--- src/rtl/coef_pkg.sv ---
// -----------------------------------------------------------------------------
// coef_pkg
//   Shared definitions for the coefficient path. The coefficient receiver and
//   the bit-plane slicer both import this package, so the coefficient width and
//   the default word length are defined in exactly one place.
//
//   COEF_W     : width of one coefficient (bit 1 = MSB, bit 0 = LSB)
//   COEF_N     : default number of coefficients packed into one bit-plane word
//   coef_t     : convenience type for a single coefficient
//   cnt_width  : width of a fill counter that must hold 0..n-1
// -----------------------------------------------------------------------------
package coef_pkg;

  localparam int COEF_W = 2;
  localparam int COEF_N = 4;

  typedef logic [COEF_W-1:0] coef_t;

  // A counter over 0..n-1 needs ceil(log2(n)) bits. The result is clamped to at
  // least 1 bit so that a degenerate word length still yields a legal vector.
  function automatic int cnt_width(input int n);
    return (n <= 2) ? 1 : $clog2(n);
  endfunction

endpackage : coef_pkg

--- src/rtl/coef_slicer.sv ---
// -----------------------------------------------------------------------------
// coef_slicer
//   Collects N consecutive 2-bit coefficients and emits them as two N-bit
//   bit-planes: plane0 gathers the LSBs and plane1 gathers the MSBs. The k-th
//   accepted coefficient of a word lands in bit k of both planes.
//
//   The input side is a valid/ready stream carrying one coefficient per
//   transfer. The output side is a valid/ready stream carrying one word per
//   transfer. The block sustains one coefficient per cycle. It stalls only the
//   coefficient that would complete a word, and only while the previous word is
//   still waiting in the output register.
//
// Parameters
//   N          coefficients per bit-plane word (N >= 2)
//
// Ports
//   clk        sole clock; all state updates on the rising edge
//   reset      synchronous, active-high reset
//   coef_in    incoming coefficient, bit 1 = MSB
//   in_valid   coef_in is valid this cycle
//   in_ready   block accepts coef_in this cycle
//   plane0     LSB bit-plane of the output word
//   plane1     MSB bit-plane of the output word
//   out_valid  plane0/plane1 hold a complete word
//   out_ready  consumer takes the word this cycle
// -----------------------------------------------------------------------------
module coef_slicer
  import coef_pkg::*;
#(
  parameter int N = COEF_N
) (
  input  logic              clk,
  input  logic              reset,
  input  logic [COEF_W-1:0] coef_in,
  input  logic              in_valid,
  output logic              in_ready,
  output logic [N-1:0]      plane0,
  output logic [N-1:0]      plane1,
  output logic              out_valid,
  input  logic              out_ready
);

  localparam int               CNT_W    = cnt_width(N);
  localparam logic [CNT_W-1:0] CNT_LAST = CNT_W'(N - 1);
  localparam logic [CNT_W-1:0] CNT_ONE  = CNT_W'(1);

  // Fill counter: index of the slot that the next accepted coefficient fills.
  logic [CNT_W-1:0] cnt;

  // Assembly registers for the word that is currently being filled.
  logic [N-1:0]     asm0;
  logic [N-1:0]     asm1;

  // Assembly contents after the coefficient on coef_in has been merged in.
  logic [N-1:0]     asm0_next;
  logic [N-1:0]     asm1_next;

  logic             at_last;     // the next transfer completes the word
  logic             in_xfer;     // input transfer this cycle
  logic             out_xfer;    // output transfer this cycle
  logic             word_done;   // input transfer that completes the word

  // ---------------------------------------------------------------------------
  // Handshake decode
  // ---------------------------------------------------------------------------
  // Only the completing coefficient has to wait for room in the output
  // register. Room exists when the register is empty, or when it is being
  // drained on this same cycle. in_ready depends only on registered state and
  // out_ready, so no combinational path runs from in_valid to in_ready.
  assign at_last   = (cnt == CNT_LAST);
  assign in_ready  = !(at_last && out_valid && !out_ready);
  assign in_xfer   = in_valid && in_ready;
  assign out_xfer  = out_valid && out_ready;
  assign word_done = in_xfer && at_last;

  // ---------------------------------------------------------------------------
  // Word assembly (combinational merge)
  // ---------------------------------------------------------------------------
  // When a new word starts (cnt == 0), the merge begins from zero. This clears
  // any bits left over from the previous word, so slots that are not yet filled
  // always read as 0 and never carry stale data.
  // NOTE: every signal driven here gets a full default on the first line, so no
  // path through the block leaves it unassigned and no latch can be inferred.
  always_comb begin
    asm0_next      = (cnt == '0) ? '0 : asm0;
    asm1_next      = (cnt == '0) ? '0 : asm1;
    asm0_next[cnt] = coef_in[0];
    asm1_next[cnt] = coef_in[1];
  end

  // ---------------------------------------------------------------------------
  // Fill counter and assembly registers
  // ---------------------------------------------------------------------------
  // A bubble (no input transfer) leaves both the counter and the assembly
  // registers untouched.
  // NOTE: sequential state uses non-blocking assignments only. Every register
  // then samples the pre-edge values of the others, whatever the order of the
  // statements.
  always_ff @(posedge clk) begin
    if (reset) begin
      cnt  <= '0;
      asm0 <= '0;
      asm1 <= '0;
    end else if (in_xfer) begin
      asm0 <= asm0_next;
      asm1 <= asm1_next;
      cnt  <= at_last ? '0 : cnt + CNT_ONE;
    end
  end

  // ---------------------------------------------------------------------------
  // Output register
  // ---------------------------------------------------------------------------
  // A completed word is captured directly from the merge result. out_valid
  // therefore rises one cycle after the last coefficient is accepted.
  //
  // Priority on a given cycle:
  //   1. reset              - discards any pending word
  //   2. word completes     - load the new word; out_valid stays or becomes 1.
  //                           This case can also coincide with a drain of the
  //                           old word, because in_ready only allows the
  //                           completing transfer when the register is empty
  //                           or draining, so no word is overwritten.
  //   3. drain only         - clear out_valid
  //   4. otherwise          - hold planes and out_valid stable
  // NOTE: the planes are reset together with out_valid. They are plain
  // registers rather than a memory array, so clearing them costs nothing, and
  // the consumer never observes X on them after reset.
  always_ff @(posedge clk) begin
    if (reset) begin
      plane0    <= '0;
      plane1    <= '0;
      out_valid <= 1'b0;
    end else if (word_done) begin
      plane0    <= asm0_next;
      plane1    <= asm1_next;
      out_valid <= 1'b1;
    end else if (out_xfer) begin
      out_valid <= 1'b0;
    end
  end

endmodule : coef_slicer
--- config.mk ---
export PLATFORM = sky130hd
export DESIGN_NAME = coef_slicer
export DESIGN_NICKNAME = d
export VERILOG_FILES = /design/src/rtl/coef_pkg.sv /design/src/rtl/coef_slicer.sv
export SDC_FILE = /design/constraint.sdc
export NUM_CORES = 1
export LEC_CHECK = 0
export BUFFER_PORTS_ARGS = -buffer_cell sky130_fd_sc_hd__buf_2
export CORE_ASPECT_RATIO = 0.5
export CORE_UTILIZATION = 30
export CTS_CLUSTER_SIZE = 30
export DETAILED_ROUTE_END_ITERATION = 10
export GPL_TIMING_DRIVEN = 0
export PLACE_DENSITY = 0.49
export SYNTH_ARGS = -nofsm -noshare
export SYNTH_HDL_FRONTEND = slang
export SYNTH_SLANG_ARGS = --single-unit
--- constraint.sdc ---
create_clock -name clk -period 1.4 [get_ports clk]
set_input_delay 0 -clock clk [delete_from_list [all_inputs] [get_ports clk]]
set_output_delay 0 -clock clk [all_outputs]
set_load 0.01 [all_outputs]
==> metrics.cfg <==
[grt]
grt_pass1_vias = 560
grt_usage = 0.133
grt_max_degree = 11
antenna_found_initial = 0
grt-ovfl-total = 0
gr-usage-met3 = 0.0372
grt_pass1_wl_mm = 2.93
grtUsageMet2 = 0.203
busiest_layer = met2
met1_usage = 0.182

[drt]
vias_per_cell = 4.82
dr.pass1.iters = 2
dr.first_iter.drc_count = 22
wirelength_mm = 1.91
ant_nets = 0
wl_per_cell_um = 13.5
drc = 0
num_vias = 680

[cells_and_area]
finalInstanceArea_um2 = 1070
n_fill_cell = 266
insertedDiodeCount = 0
drive_gt1_frac = 0.452
area_growth_pct = 26.5
final_common_cell = buf_2
fin_nets = 115
multiInputGateArea_um2 = 505
ff_latch_area_um2 = 345
final_cell_mix = buf_2 (17), dfxtp_1 (15), a21oi_1 (14), a211oi_2 (7), nand2b_1 (7)

[status]
status = completed

[yosys]
ys_seq_area_frac = 0.403
synth_nets = 96
synth-simple-area-share = 0.179
synth-seq-cells = 17
synth_area_um2 = 845
syn-instance-count = 86
synth_xor_xnor_area_share = 0
synth_top_family_by_area = compound AO/OA/AOI/OAI gates
synthDistinctLibCells = 24
yosysWarnings = 0
synth_compound_area_frac = 0.240
synthMuxAreaShare = 0.0593
synthAdderAreaFrac = 0.0593
syn_avg_cell_area_um2 = 9.82

[hold_path]
min_path_type = in2reg
hold_end = cnt[1]
worstHoldPathCells = 3
hp-start = reset

[clock_tree]
cts_buffer_depth = 2
worstSkewPairLatency_ns = 0.25
cts_hold_buffers = 0
cts_tree = done
cts_buffers = 3
htreeDepth = 1
path_clk_slew_ns = 0.07
cts.sinks = 17
cts_root_buf = clkbuf_8

[placed_design]
hpwl_mm = 1.32
place_area_um2 = 961
port_buffers = 14
gp_congestion = 0.665

[timing]
rsz0062_at_grt = true
finalHoldViolCount = 0
period_share = 0.952
finalSetupViolCount = 0
tightestPinTransition_ns = 0.384
period_minus_slack_ns = 1.33
drv_slew = 0
worst_clock_skew_ns = 0.00250
hold_ws_ns = 0.0483
max_freq_mhz = 750
relSlewSlack = 0.744

[critical_path]
cp-end-kind = flop
ff2ff_setup_slack_ns = 0.07
worstPathMaxFanout = 7
r2r_cells = 5
timing.rr.end = asm1[1]
start_kind = flop
worstPathRequired_ns = 1.58
worstSetupPathType = reg2reg
crit_arrival_ns = 1.51
reg2reg_from = cnt[0]

[die]
fp.dieW_um = 77.0
io_pins = 16
coreArea_um2 = 2640
fp.dieArea_um2 = 3040
die_h_um = 39.5
rows = 13
initial_utilization = 0.321

[power_and_ir_drop]
power.density_nw_per_um2 = 985
cellLeakagePower_uw = 0.000440
ir_drop_mv = 0.329

[job]
drv_cap = 0

-- stage by stage --
stage                     utilization  setup slack, ns   TNS, ns  power, µW  std cells
after floorplan                     -           0.0924         0        634         86
after CTS                       0.384         -0.00311  -0.00556       1040        141
after detailed placement        0.365          -0.0282    -0.176        673        137
after global routing            0.406          -0.0138   -0.0247       1110        141
after global placement          0.365          -0.0462    -0.281        673        137
final                           0.406           0.0666         0       1050        141
-- Yosys cell counts, drive strengths merged --
master / number / share of area
nor2b: 1 / 0.0074
ha: 4 / 0.059
dfxtp: 17 / 0.40
nand2b: 7 / 0.052
nor3b: 4 / 0.036
and2: 2 / 0.019
inv: 2 / 0.0089
nand3: 2 / 0.012
mux2i: 5 / 0.059
nor2: 1 / 0.0044
and3: 1 / 0.0089
a211oi: 10 / 0.11
a21oi: 17 / 0.10
clkbuf: 1 / 0.0044
buf: 6 / 0.046
nand2: 1 / 0.0044
or4b: 1 / 0.012
o21ai: 2 / 0.012
nand3b: 1 / 0.024
o31ai: 1 / 0.015
-- report_power, final --
| group | leakage, µW | internal (µW) | switching, µW |
|---|---|---|---|
| Combinational | 0.000277 | 75.2 | 92.8 |
| Clock | 0.0000228 | 202 | 164 |
| Sequential | 0.000140 | 505 | 12.9 |
-- cell families after synthesis --
kind of cell / count (synthesis)
and+or+nand+nor: 21
DFF: 17
adders and majority gates: 4
buffers and inverters: 9
AOI/OAI and AO/OA: 30
muxes: 5
-- area by class of cell --
| type | instances | share of cell area |
|---|---|---|
| Multi-Input combinational cell | 60 | 0.473 |
| Sequential cell | 17 | 0.323 |
| Timing Repair Buffer | 14 | 0.0656 |
| Buffer | 7 | 0.0457 |
| Tap cell | 37 | 0.0433 |
| Clock buffer | 4 | 0.0422 |
| Inverter | 2 | 0.00703 |
-- what timing repair did --
item	CTS	global route
buffers inserted	0	0
gates resized for setup	3	16
endpoints found under the setup margin	10	8
pin swaps	1	6
-- metal layers --
metal / vias to the layer above / wire (µm)
met5: - / 0
met4: 0 / 18
met3: 2 / 63
met2: 12 / 805
met1: 318 / 1020
li1: 348 / -
-- registers in the layout, indices dropped and copies added (netlist names) --
name and count:
plane1 4, cnt 2, plane0 4, asm0 3
out_valid 1, asm1 3
-- worst max-delay path, stage by stage, from the launching register on --
cell      delay (ns)
dfxtp_4         0.37
ha_2            0.24
nand3b_4        0.14
and2_4          0.19
buf_6           0.13
a211oi_2        0.20
-- worst max-delay path by stage --
stage | startpoint | slack (ns) | end | cells after the start
after floorplan | cnt[0] | 0.09 | plane0[1] | 6
after global placement | cnt[0] | -0.05 | plane0[1] | 6
after detailed placement | cnt[0] | -0.03 | plane0[1] | 6
after CTS | cnt[0] | -0.003 | plane0[2] | 6
after global routing | cnt[0] | -0.01 | plane0[2] | 6
final | cnt[0] | 0.07 | asm1[1] | 5
No activity file was read; power rests on OpenSTA's default activity.
